$ cat src/rtl/proc_sequencer.sv
// proc_sequencer: fetch/decode/execute controller; an instruction takes 2 cycles with a zero-wait fetch, and OUT takes at least 3.
// Stalls in FETCH until imem_ack and in OUTWAIT until out_ready. Define PROC_SEQ_ILLEGAL_TRAP_EN to trap on undefined opcodes.
module proc_sequencer #(
  parameter int PC_WIDTH = 4
) (
  input  logic                clk,
  input  logic                reset_n,
  output logic                imem_req,
  output logic [PC_WIDTH-1:0] imem_addr,
  input  logic                imem_ack,
  input  logic [7:0]          imem_rdata,
  output logic [3:0]          alu_a,
  output logic [3:0]          alu_b,
  output logic                alu_sub,
  input  logic [3:0]          alu_result,
  output logic                out_valid,
  output logic [3:0]          out_data,
  input  logic                out_ready,
  output logic                halted,
  output logic                illegal
);

  typedef enum logic [2:0] {S_START, S_FETCH, S_EXEC, S_OUTWAIT, S_HALT} state_t;

  localparam logic [3:0] OP_NOP  = 4'h0;
  localparam logic [3:0] OP_LDI  = 4'h1;
  localparam logic [3:0] OP_ADDI = 4'h2;
  localparam logic [3:0] OP_SUBI = 4'h3;
  localparam logic [3:0] OP_JMP  = 4'h4;
  localparam logic [3:0] OP_JZ   = 4'h5;
  localparam logic [3:0] OP_OUT  = 4'h6;
  localparam logic [3:0] OP_HALT = 4'hF;

  state_t              state, state_n;
  logic [PC_WIDTH-1:0] pc, pc_n, pc_inc, imm_ext;
  logic [3:0]          acc, acc_n, out_q, out_n;
  logic [7:0]          ir, ir_n;
  logic                z, z_n;

  assign pc_inc  = pc + PC_WIDTH'(1);
  assign imm_ext = PC_WIDTH'(ir[3:0]);

  assign imem_req  = (state == S_FETCH);
  assign imem_addr = pc;
  assign out_valid = (state == S_OUTWAIT);
  assign out_data  = out_q;
  assign halted    = (state == S_HALT);
  assign alu_a     = acc;
  assign alu_b     = ir[3:0];
  assign alu_sub   = (ir[7:4] == OP_SUBI);

`ifdef PROC_SEQ_ILLEGAL_TRAP_EN
  logic ill_q, ill_n;
  assign illegal = ill_q;
`else
  assign illegal = 1'b0;
`endif

  always_comb begin
    state_n = state;
    pc_n    = pc;
    acc_n   = acc;
    z_n     = z;
    ir_n    = ir;
    out_n   = out_q;
`ifdef PROC_SEQ_ILLEGAL_TRAP_EN
    ill_n   = ill_q;
`endif
    case (state)
      S_START: state_n = S_FETCH;
      S_FETCH: begin
        if (imem_ack) begin
          ir_n    = imem_rdata;
          state_n = S_EXEC;
        end
      end
      S_EXEC: begin
        state_n = S_FETCH;
        case (ir[7:4])
          OP_NOP: pc_n = pc_inc;
          OP_LDI: begin
            acc_n = ir[3:0];
            z_n   = (ir[3:0] == 4'd0);
            pc_n  = pc_inc;
          end
          OP_ADDI, OP_SUBI: begin
            acc_n = alu_result;
            z_n   = (alu_result == 4'd0);
            pc_n  = pc_inc;
          end
          OP_JMP: pc_n = imm_ext;
          OP_JZ:  pc_n = z ? imm_ext : pc_inc;
          // PC advances only once the output handshake completes
          OP_OUT: begin
            out_n   = acc;
            state_n = S_OUTWAIT;
          end
          OP_HALT: state_n = S_HALT;
          default: begin
`ifdef PROC_SEQ_ILLEGAL_TRAP_EN
            ill_n   = 1'b1;
            state_n = S_HALT;
`else
            pc_n = pc_inc;
`endif
          end
        endcase
      end
      S_OUTWAIT: begin
        if (out_ready) begin
          pc_n    = pc_inc;
          state_n = S_FETCH;
        end
      end
      S_HALT:  state_n = S_HALT;
      default: state_n = S_START;
    endcase
  end

  always_ff @(posedge clk or negedge reset_n) begin
    if (!reset_n) begin
      state <= S_START;
      pc    <= '0;
      acc   <= '0;
      z     <= 1'b0;
      ir    <= '0;
      out_q <= '0;
    end else begin
      state <= state_n;
      pc    <= pc_n;
      acc   <= acc_n;
      z     <= z_n;
      ir    <= ir_n;
      out_q <= out_n;
    end
  end

`ifdef PROC_SEQ_ILLEGAL_TRAP_EN
  always_ff @(posedge clk or negedge reset_n) begin
    if (!reset_n) ill_q <= 1'b0;
    else          ill_q <= ill_n;
  end
`endif

endmodule

$ cat config.mk
export PLATFORM = sky130hd
export DESIGN_NAME = proc_sequencer
export DESIGN_NICKNAME = d
export VERILOG_FILES = /design/src/rtl/proc_sequencer.sv
export SDC_FILE = /design/constraint.sdc
export NUM_CORES = 1
export LEC_CHECK = 0
export ABC_AREA = 1
export CELL_PAD_IN_SITES_DETAIL_PLACEMENT = 1
export CELL_PAD_IN_SITES_GLOBAL_PLACEMENT = 2
export CORE_MARGIN = 2
export CORE_UTILIZATION = 27
export DETAILED_ROUTE_END_ITERATION = 10
export GPL_TIMING_DRIVEN = 0
export HOLD_SLACK_MARGIN = 0.02
export PLACE_DENSITY = 0.77
export SYNTH_ARGS = -nofsm -noshare
export SYNTH_HDL_FRONTEND = slang
export SYNTH_SLANG_ARGS = --single-unit
$ cat constraint.sdc
create_clock -name clk -period 1.65 [get_ports clk]
set_clock_uncertainty 0.15 [all_clocks]
set_input_delay 0.33 -clock clk [delete_from_list [all_inputs] [get_ports clk]]
set_output_delay 0.33 -clock clk [all_outputs]
set_load 0.005 [all_outputs]
-- Word level (Yosys, flattened, before mapping)
Index checks and enable logic that the tools add are counted.
- $add $sub $neg: 1
- equal/unequal tests: 14
- multiplexer cells: 10
- reductions and logical operators: 12
- operators with widths (cell ; count):
    4-bit one-hot mux with 2 select lines ; 2
    3-bit one-hot mux with 5 select lines ; 1
    4-bit by 3-bit == test with 1-bit output (second input constant) ; 3
    4-bit one-hot mux with 3 select lines ; 1
    4-bit by 2-bit == test with 1-bit output (second input constant) ; 2
    4-bit logical NOT ; 2
    4-bit 2-to-1 mux ; 2
    2-bit AND reduction ; 4
    3-bit by 2-bit == test with 1-bit output (second input constant) ; 2
    3-bit 2-to-1 mux ; 2
    3-bit one-hot mux with 2 select lines ; 1
    4-bit by 1-bit adder with 4-bit output (second input constant) ; 1
    4-bit by 1-bit == test with 1-bit output (second input constant) ; 1
    4-bit == test (second input constant) ; 1
    2-bit by 1-bit != test with 1-bit output (second input constant) ; 2
    2-bit nonzero test ; 2
    2-bit OR reduction ; 2
    3-bit by 1-bit == test with 1-bit output (second input constant) ; 1
    3-bit == test (second input constant) ; 1
    3-bit logical NOT ; 1
    3-bit AND reduction ; 1
    2-bit != test (second input constant) ; 1
    1-bit one-hot mux with 2 select lines ; 1
- bits in registers: 24
- input port bits: 16
- word-level logic and storage cells: 43

-- Logic depth before layout (Yosys ltp)
Gate-level depths: netlist of run 1.
- depth in word-level cells: 4
- gate-level depth with buffers: 10
- mapped depth without buffers: 10

-- Worst setup path after synthesis of run 1
No wires, ideal clock.
- kind: reg-to-reg
- start point: reg state[2]
- end point: reg pc[2], in the netlist imem_addr[2]
- library setup time: 116 ps
- arrival time: 1072 ps
- required time: 1384 ps
- path slack: 312 ps
- cell stages (with the launch flop): 9
- period minus slack after synthesis: 1338 ps
- path through: dfrtp_1 > inv_2 > nand2_2 > nor2_4 > nand3_4 > nand3_4 > inv_4 > nand2_1 > nand2_1
- cells in the longest elaborated chain, start to end: 3
- elaborated cells between the ends (all ways): 7
- those cells by class: eq/ne: 4; mux: 1; reduce/logical: 2
- ends and longest elaborated chain (element ; RTL line ; source):
    from (decl) ; 34 ; state_t state, state_n;
    from (signal assigned) ; 129 ; state <= state_n;
    3-bit by 2-bit == test with 1-bit output ; 69 ; case (state)
    2-bit != test (no source line) (tied with other cells) ; -- ;
    3-bit AND reduction (no source line) ; -- ;
    to (signal assigned) ; 130 ; pc <= pc_n;
    to (decl) ; 35 ; logic [PC_WIDTH-1:0] pc, pc_n, pc_inc, imm_ext;
Several ways; a longest one is shown, not always the timed one.
A chain may end at the register's enable or synchronous reset.

-- Worst setup path after layout of run 1
- start point: reg state[1]
- end point: reg state[2]
- cells in the longest elaborated chain, start to end: 3
- elaborated cells between the ends (all ways): 9
- those cells by class: eq/ne: 6; mux: 1; reduce/logical: 2
- ends and longest elaborated chain (element ; RTL line):
    3-bit by 2-bit == test with 1-bit output / 3-bit by 1-bit == test with 1-bit output (equally long branches) ; 69
    2-bit by 1-bit != test with 1-bit output (no source line) ; --
    2-bit AND reduction (no source line) ; --
Several ways; a longest one is shown, not always the timed one.

==> impl_results.md, run 1 <==
* Status: finished, violations left
* Failing checks: negative setup slack
* Most used cell, CP: buf_4
* Sequential-to-total area share from yosys stat at 44.8%
* I/O Pins at 37
* Count leader, synth: nand2_1
* Initial antenna violation count at 0
* PD cells at 1730 mW/mm^2
* DRT antenna net count at 0
* Power consumption at 0.00370 W
* Core area at 0.00475 sq mm
* Worst Hold Class: primary input to async pin
* Synth top area cells: dfrtp_1 (45%), nand2_1 (11%), inv_1 (5.3%)
* Root buffer cell: clkbuf_8
* Reg-to-Reg Start: state[1]
* Syn Inst Count at 165
* DR pass1 iterations at 3
* RSZ-0062 raised after global routing: true
* Routability congestion estimate at 0.785
* DR iter-0 viols at 58
* Final cycle utilization of the critical path at 101%
* DIE AREA at 0.00555 sq mm
* Slew Viols, Final at 0
* DRC at 0
* Die width at 74.5 um
* Synthesis-stage register bit count at 24
* Minimum clock period at 1670 ps
* Main synth FF type: dfrtp_1
* Hold_ws at 253 ps
* Global-route wire length before repair at 6850 um
* Largest net degree at the start of global routing at 25
* Row cnt at 25
* Cell taking the most area after synthesis: dfrtp_1
* Gr usage total at 16.3%
* Initial cell density of the core at 28.2%
* Gr ovfl total at 0
* Max-cap violation count at 0
* Synth cell types at 25
* TritonCTS clock tree: built
* DRT Wirelength at 4080 um
* Fin. Hold Viols at 0
* IO buf count at 35
* Drt via density at 4.44
* Avg WL per Cell at 13.6 um
* Crit path DAT at 1720 ps
* CP Max Fanout at 2
* Mapped Nets at 182
* # nets final at 251
* Share of the synthesized area in the top cell type at 44.8%
* CTS buffer count at 3
* CP endpoint: state[2]
* CP max stage cell: dfrtp_2
* Fill count at 577
* Max IR drop VDD at 0.602 mV
* Critical path required time at 1710 ps
* Vias in the first global route at 1407
* Crit-path max cell delay at 420 ps
* EDFF count, synth at 0
* Worst Path Buf+Inv at 7
* Place WS at -247 ps
* Worst-case clock buffer depth at 2
* Worst Reg-to-Reg Cells at 10
* Synth warn at 0
* R2R Path End: state[2]
* Leakage power at 1.11 nW
* Avg Cell Area, Syn at 8.13 sq um
* Critical path's top delay family: buffers and inverters
* Area grow syn2layout at 59.0%
* Post-route setup TNS at -17.4 ps
* Die height at 74.5 um
* Slack of the critical path at -17.4 ps
* Worst-path clk slew at 90 ps
* Slew margin rel. at 23.4%
* Htree depth at 1
* CP Capture Type: flip-flop
* Layout cells sized above 1 at 30.5%
* DP Wirelength at 2820 um
* CP Depth at 10
* Crit. Startpoint: state[1]
* Crit-path cells: buf_6 -> nor2_4 -> nand2_2 -> buf_6 -> buf_4 -> buf_6 -> buf_4 -> buf_4 -> buf_4 -> nand2_2
* Placed insts at 267
* Worst slew pin tran at 1150 ps
* Hold_buf cts at 0
* Vias at 1331
* Worst setup SP type: flip-flop
* Commonest cells post-synth: nand2_1 (39), dfrtp_1 (24), inv_1 (19), nor2_1 (16), o21ai_0 (11)
* Endpoints failing setup at 1
* Critical path class: flip-flop to flip-flop
* Worst-Skew Late Latency at 260 ps
* Post-synth ARST share at 100%
* Synthesized area at 0.00134 sq mm
* Max frequency at 600 MHz
* Flop-to-flop setup slack at -20 ps
* Clk sink count at 24
* Antenna diodes at 0
* Non-Filler Instances at 300
[repair_timing]
item	4_1_cts	5_1_grt
pin swaps	7	6
gates cloned	0	0
setup endpoints to repair	12	17
buffers inserted	25	4
gates resized for setup	26	25
[layout by cell type, fill, tap and decap left out, types with 3 or more instances in the layout]
master	instances
nand3_1	7
buf_4	27
nand3_4	3
dfrtp_2	3
buf_6	6
buf_2	3
nand2_4	3
o22ai_1	3
nand2_2	3
inv_1	18
dlygate4sd2_1	6
dfrtp_1	21
dlymetal6s2s_1	5
clkdlybuf4s50_1	20
mux2_4	3
nand2_1	37
inv_4	3
clkbuf_8	4
o21ai_0	8
o21ai_1	3
nand4_1	4
nor2_1	15
a21oi_1	9
nor2_4	5
[state kept, by name, indices dropped and copies added, names as in the netlist]
register	cells
alu_a	4
state	3
out_data	4
z	1
imem_addr	4
ir	8
[cells by family after synthesis]
logic type	after synthesis	share of synthesized area [%]
adder cells (fa/ha/maj)	1	0.933
AND/OR/NAND/NOR	81	29.8
flip-flops	24	44.8
other	1	0.280
XOR/XNOR	1	0.653
multiplexers	3	3.36
AO/OA/AOI/OAI	24	9.42
buffers and inverters	30	10.8
[per-stage QoR]
step / utilization [%] / area (sq um)
final: 44.9 / 2130
after global routing: 44.9 / 2130
after CTS: 42.6 / 2020
after detailed placement: 37.3 / 1780
after global placement: 37.3 / 1780
after floorplan: - / 1340
[cell type report]
| cell class | instances | area [sq um] | area share (%) |
|---|---|---|---|
| Sequential cell | 24 | 604 | 28.3 |
| Clock buffer | 4 | 55.1 | 2.58 |
| Tap cell | 67 | 83.8 | 3.93 |
| Inverter | 23 | 93.8 | 4.40 |
| Buffer | 7 | 56.3 | 2.64 |
| Multi-Input combinational cell | 111 | 636 | 29.8 |
| Timing Repair Buffer | 64 | 604 | 28.3 |
[worst min-delay path by stage]
stage	startpoint	slack [ps]	endpoint
after global placement	out_data[0]	320	out_data[0]
after floorplan	reset_n	-120	alu_a[0]
after global routing	reset_n	350	out_data[3]
after detailed placement	out_data[0]	330	out_data[0]
final	reset_n	250	out_data[2]
after CTS	reset_n	290	out_data[2]
[layer usage]
| metal | vias up | routed length, um | global-route usage [%] |
|---|---|---|---|
| li1 | 654 | - | - |
| met1 | 639 | 1870 | 20.9 |
| met2 | 34 | 2010 | 29.0 |
| met3 | 4 | 169 | 2.44 |
| met4 | 0 | 32 | 3.57 |
| met5 | - | 0 | 0 |
[power by group]
| part | internal [W] | switching [W] |
|---|---|---|
| combinational | 0.00117 | 0.00108 |
| sequential | 0.000860 | 0.000188 |
| clock | 0.000213 | 0.000191 |
| total | 0.00224 | 0.00146 |
No activity file was read; power rests on OpenSTA's default activity.
==> run 2, diff against run 1 <==
Settings changed: CORE_UTILIZATION 27 to 29, PLACE_DENSITY 0.77 to 0.88.
Clock period 1.65 ns to 2.03 ns, I/O delays scaled along.
==> impl_results.md, run 2 (synthesis gave the netlist of run 1 again) <==
* Status: completed
* Crit path DAT at 1390 ps (-330 ps)
* Placement Cell Area at 0.00176 sq mm (-1.1%)
* Design area at 0.00190 sq mm (-11%)
* Max-cap violation count at 0 (unchanged)
* Gr usage total at 13.5% (-2.8 points)
* Area grow syn2layout at 41.3%
* Critical path required time at 1470 ps (-240 ps)
* Htree depth at 1 (unchanged)
* Hold_ws at 335 ps (+81.5 ps)
* Max reg flops at 8 (unchanged)
* Clk sink count at 24 (unchanged)
* Slew Viols, Final at 0 (unchanged)
* DIE AREA at 0.00519 sq mm (-6.5%)
* Initial cell density of the core at 30.4% (+2.2 points)
* DP Wirelength at 2490 um (-12%)
* DR iter-0 viols at 48 (-17%)
* Crit-path cells: buf_4 -> nand3_4 -> inv_2 -> clkdlybuf4s50_1
* Slew margin rel. at 24.9% (+1.5 points)
* DRT Wirelength at 3240 um (-21%)
* CP Max Fanout at 3 (+1)
* Layout cells sized above 1 at 21.1% (-9.3 points)
* Power consumption at 0.00268 W (-28%)
* Die height at 72.0 um (-3.3%)
* Commonest non-fill, non-tap cell in the layout: nand2_1
* Max IR drop VDD at 0.505 mV (-16%)
* Final cycle utilization of the critical path at 96.0%
* Worst-Skew Late Latency at 260 ps (about the same)
* I/O Pins at 37 (unchanged)
* IO buf count at 35 (unchanged)
* RSZ-0062 raised after global routing: false
* # nets final at 232 (-7.6%)
* Largest net degree at the start of global routing at 25 (unchanged)
* Root buffer cell: clkbuf_8
* Most frequent cells in the layout: nand2_1 (39), clkdlybuf4s50_1 (32), dfrtp_1 (21)
* DRT antenna net count at 0 (unchanged)
* Max frequency at 513 MHz
* Worst slew pin tran at 1120 ps (-25.5 ps)
* Crit-path max cell delay at 490 ps (+70 ps)
* Vias in the first global route at 1171 (-17%)
* TritonCTS clock tree: built
* Die width at 72.0 um (-3.3%)
* CTS buffer count at 3 (unchanged)
* Initial antenna violation count at 0 (unchanged)
* DRC at 0 (unchanged)
* Critical path class: flip-flop to output port
* Post-route setup TNS at 0 ps (+17.4 ps)
* Global-route wire length before repair at 5540 um (-19%)
* CP max stage cell: clkdlybuf4s50_1
* Fin. Hold Viols at 0 (unchanged)
* Vias at 1192 (-10%)
* Routability congestion estimate at 0.764 (-2.6%)
* Avg WL per Cell at 12.2 um (-10%)
* Worst setup SP type: flip-flop
* Worst-path clk slew at 80 ps (about the same)
* Gr ovfl total at 0 (unchanged)
* Minimum clock period at 1950 ps
* Endpoints failing setup at 0 (-1)
* Worst Hold Class: flip-flop to flip-flop
* Non-Filler Instances at 265 (-12%)
* Drt via density at 4.50 (+1.4%)
* Hold_buf cts at 0 (unchanged)
* Placed insts at 252 (-5.6%)
* Core area at 0.00441 sq mm (-7.2%)
* Row cnt at 24 (-4.0%)
* Worst-case clock buffer depth at 2 (unchanged)
* PD cells at 1410 mW/mm^2 (-19%)
* CP Capture Type: output port
* Fill count at 550 (-4.7%)
* Antenna diodes at 0 (unchanged)
* Leakage power at 0.956 nW (-14%)
* DR pass1 iterations at 4 (+1)
* Largest Register: ir
==> run 2: per-layer routing <==
layer / share of wire [%] / track usage, %
met1: 47 / 18.4
met5: 0 / 0
met4: 0.22 / 1.89
met2: 49 / 23.3
met3: 4.2 / 2.22
==> run 2: path summary, 6_finish.rpt <==
kind,end,start,slack (ps),cells after the start
hold / removal,out_data[2],out_data[2],330,2
setup / recovery,out_valid,state[1],80,4
setup reg to reg,imem_addr[0],ir[7],410,8
min in group asynchronous,out_data[2],reset_n,590,1
max in group asynchronous,state[1],reset_n,390,1
hold reg to reg,out_data[2],out_data[2],330,2
==> run 2: cell type report <==
cell class                      instances  area, sq um  share of cell area [%]
Buffer                                  7         56.3                    2.97
Clock buffer                            3         41.3                    2.18
Inverter                               23         88.8                    4.69
Multi-Input combinational cell        111          611                    32.2
Sequential cell                        24          604                    31.9
Tap cell                               52         65.1                    3.43
Timing Repair Buffer                   45          429                    22.6
==> run 2: critical path, delay by kind of cell, from the launching register on <==
kind / cells / cell delay [ps]
AND/OR/NAND/NOR: 1 / 70
flip-flops: 1 / 390
buffers and inverters: 3 / 680
==> run 2: through the flow <==
step	util, %	worst slack [ps]
after detailed placement	39.8	47.3
after global routing	42.9	8.98
after floorplan	-	692
after global placement	39.8	95.9
final	42.9	81.0
after CTS	42.4	1.62
==> run 2: repair_timing <==
| action | CTS | global route |
|---|---|---|
| resized for setup | 6 | 4 |
| pin swaps | 3 | 1 |
| setup endpoints to repair | 4 | 3 |
| buffers inserted | 8 | 2 |
==> run 2: power by group <==
part           internal, W  switching, W
Combinational     0.000809      0.000694
Sequential        0.000699      0.000199
Clock             0.000132      0.000142
==> run 3, diff against run 2 <==
Settings changed: CORE_MARGIN 2 to 10, CTS_BUF_LIST from default to sky130_fd_sc_hd__clkbuf_4 sky130_fd_sc_hd__clkbuf_8 sky130_fd_sc_hd__clkbuf_16.
==> impl_results.md, run 3 (synthesis gave the netlist of run 1 again) <==
* Status: completed
* Critical path required time at 1470 ps (about the same)
* Worst Reg-to-Reg Cells at 7 (-1)
* Max IR drop VDD at 0.573 mV (+13%)
* Design area at 0.00191 sq mm (+0.66%)
* DRT antenna net count at 0 (unchanged)
* Drt via density at 4.57 (+1.5%)
* Area grow syn2layout at 42.3%
* Psw at 0.00108 W (+4.1%)
* Commonest non-fill, non-tap cell in the layout: nand2_1
* Fin. Hold Viols at 0 (unchanged)
* Clock group share of total power at 15.3% (+5.0 points)
* DR pass1 iterations at 4 (unchanged)
* Vias at 1201 (+0.76%)
* Worst slew pin tran at 1110 ps (-16.2 ps)
* I/O Pins at 37 (unchanged)
* DP Wirelength at 2720 um (+9.6%)
* Leakage power at 0.957 nW (about the same)
* Crit path DAT at 1400 ps (about the same)
* Switching Share at 38.1% (-0.62 points)
* WHS Path Cells at 2 (unchanged)
* Core area at 0.00441 sq mm (unchanged)
* Die height at 88.0 um (+22%)
* Internal Power at 0.00175 W (+6.9%)
* CP Max Fanout at 5 (+2)
* Worst-case clock buffer depth at 2 (unchanged)
* Die width at 88.0 um (+22%)
* Initial antenna violation count at 0 (unchanged)
* Root buffer cell: clkbuf_8
* Clk sink count at 24 (unchanged)
* Worst setup SP type: flip-flop
* IO buf count at 35 (unchanged)
* Slew margin rel. at 26.0% (+1.1 points)
* Gr ovfl total at 0 (unchanged)
* DRT Wirelength at 3630 um (+12%)
* Largest net degree at the start of global routing at 25 (unchanged)
* Minimum clock period at 1960 ps (+8.67 ps)
* Final cycle utilization of the critical path at 96.4% (+0.43 points)
* Max-cap violation count at 0 (unchanged)
* DRC at 0 (unchanged)
* Seq pwr share at 31.2% (-2.4 points)
* Initial cell density of the core at 30.4% (unchanged)
* Largest Register: ir
* Htree depth at 1 (unchanged)
* DR iter-0 viols at 58 (+21%)
* Worst-path clk slew at 90 ps (about the same)
* TritonCTS clock tree: built
* Worst-Skew Late Latency at 270 ps (about the same)
* Global-route wire length before repair at 6180 um (+11%)
* Comb pwr share at 53.5% (-2.7 points)
* RSZ-0062 raised after global routing: false
* Non-Filler Instances at 263 (-0.75%)
* Gr usage total at 9.86% (-3.7 points)
* Routability congestion estimate at 0.807 (+5.6%)
* PD cells at 1480 mW/mm^2 (+5.1%)
* Placement Cell Area at 0.00176 sq mm (unchanged)
* Worst Hold Class: flip-flop to flip-flop
* Placed insts at 252 (unchanged)
* Most frequent cells in the layout: nand2_1 (39), clkdlybuf4s50_1 (31), dfrtp_1 (21)
* DIE AREA at 0.00775 sq mm (+49%)
* Post-route setup TNS at 0 ps (unchanged)
* Vias in the first global route at 1305 (+11%)
* Antenna diodes at 0 (unchanged)
* Avg WL per Cell at 13.8 um (+13%)
* Row cnt at 24 (unchanged)
* CTS buffer count at 3 (unchanged)
* CP Capture Type: output port
* Max reg flops at 8 (unchanged)
* Layout cells sized above 1 at 19.4% (-1.7 points)
* Max frequency at 511 MHz (-0.44%)
* # nets final at 229 (-1.3%)
* Slew Viols, Final at 0 (unchanged)
* Hold_buf cts at 0 (unchanged)
* Endpoints failing setup at 0 (unchanged)
* Critical path class: flip-flop to output port
-- run 3: cell types whose count changed in the layout (fill, tap and decap cells not counted) --
cell,delta
nor2_1,+1
inv_2,-1
dlymetal6s2s_1,-1
inv_1,+1
dlygate4sd2_1,+2
clkdlybuf4s50_1,-1
nor2_2,-1
buf_4,-4
bufinv_16,+1
buf_12,+1
-- run 3: what timing repair did --
item                       4_1_cts  5_1_grt
buffers inserted                 7        0
setup endpoints to repair        4        1
pin swaps                        1        0
resized for setup                8        1
-- run 3: path summary, 6_finish.rpt --
path	to	slack (ps)	startpoint
max reg2reg	imem_addr[2]	430	ir[7]
min in group asynchronous	out_data[2]	570	reset_n
min	out_data[1]	340	out_data[1]
max	alu_b[1]	70	ir[1]
max in group asynchronous	state[1]	420	reset_n
min reg2reg	out_data[1]	340	out_data[1]
-- run 3: cell type report --
class / count / area [sq um]
fillers: 526 / 2510
multi-input cells: 111 / 608
flip-flops and latches: 24 / 604
repair buffers: 42 / 414
inverters: 23 / 88.8
well taps: 52 / 65.1
plain buffers: 7 / 56.3
clock buffers: 3 / 41.3
clock inverters: 1 / 30.0
-- run 3: power by group through the flow --
stage	registers, W	clock network, W	logic (W)
2_1_floorplan	0.000877	0	0.000826
3_3_place_gp	0.000911	0	0.00136
3_5_place_dp	0.000916	0	0.00138
4_1_cts	0.000882	0.000443	0.00155
5_1_grt	0.000915	0.000468	0.00171
6_report	0.000884	0.000433	0.00151
-- run 3: layer usage --
metal	global-route usage [%]	wire length [um]
met3	3.81	291
met1	11.7	1580
met2	16.6	1740
met4	2.00	27
met5	0	0
-- run 3: through the flow --
stage	power, W	util (%)	hold slack (ps)	setup WS (ps)
floorplan	0.00170	-	-39.6	692
global placement	0.00227	39.8	314	98.2
detailed placement	0.00230	39.8	323	89.2
CTS	0.00287	43.2	346	57.9
global route	0.00309	43.2	365	3.85
finish	0.00283	43.2	340	72.4
-- run 3: worst max-delay path: stages (launching register included) --
cell	delay, ps
dfrtp_1	480
buf_4	150
clkdlybuf4s50_1	500
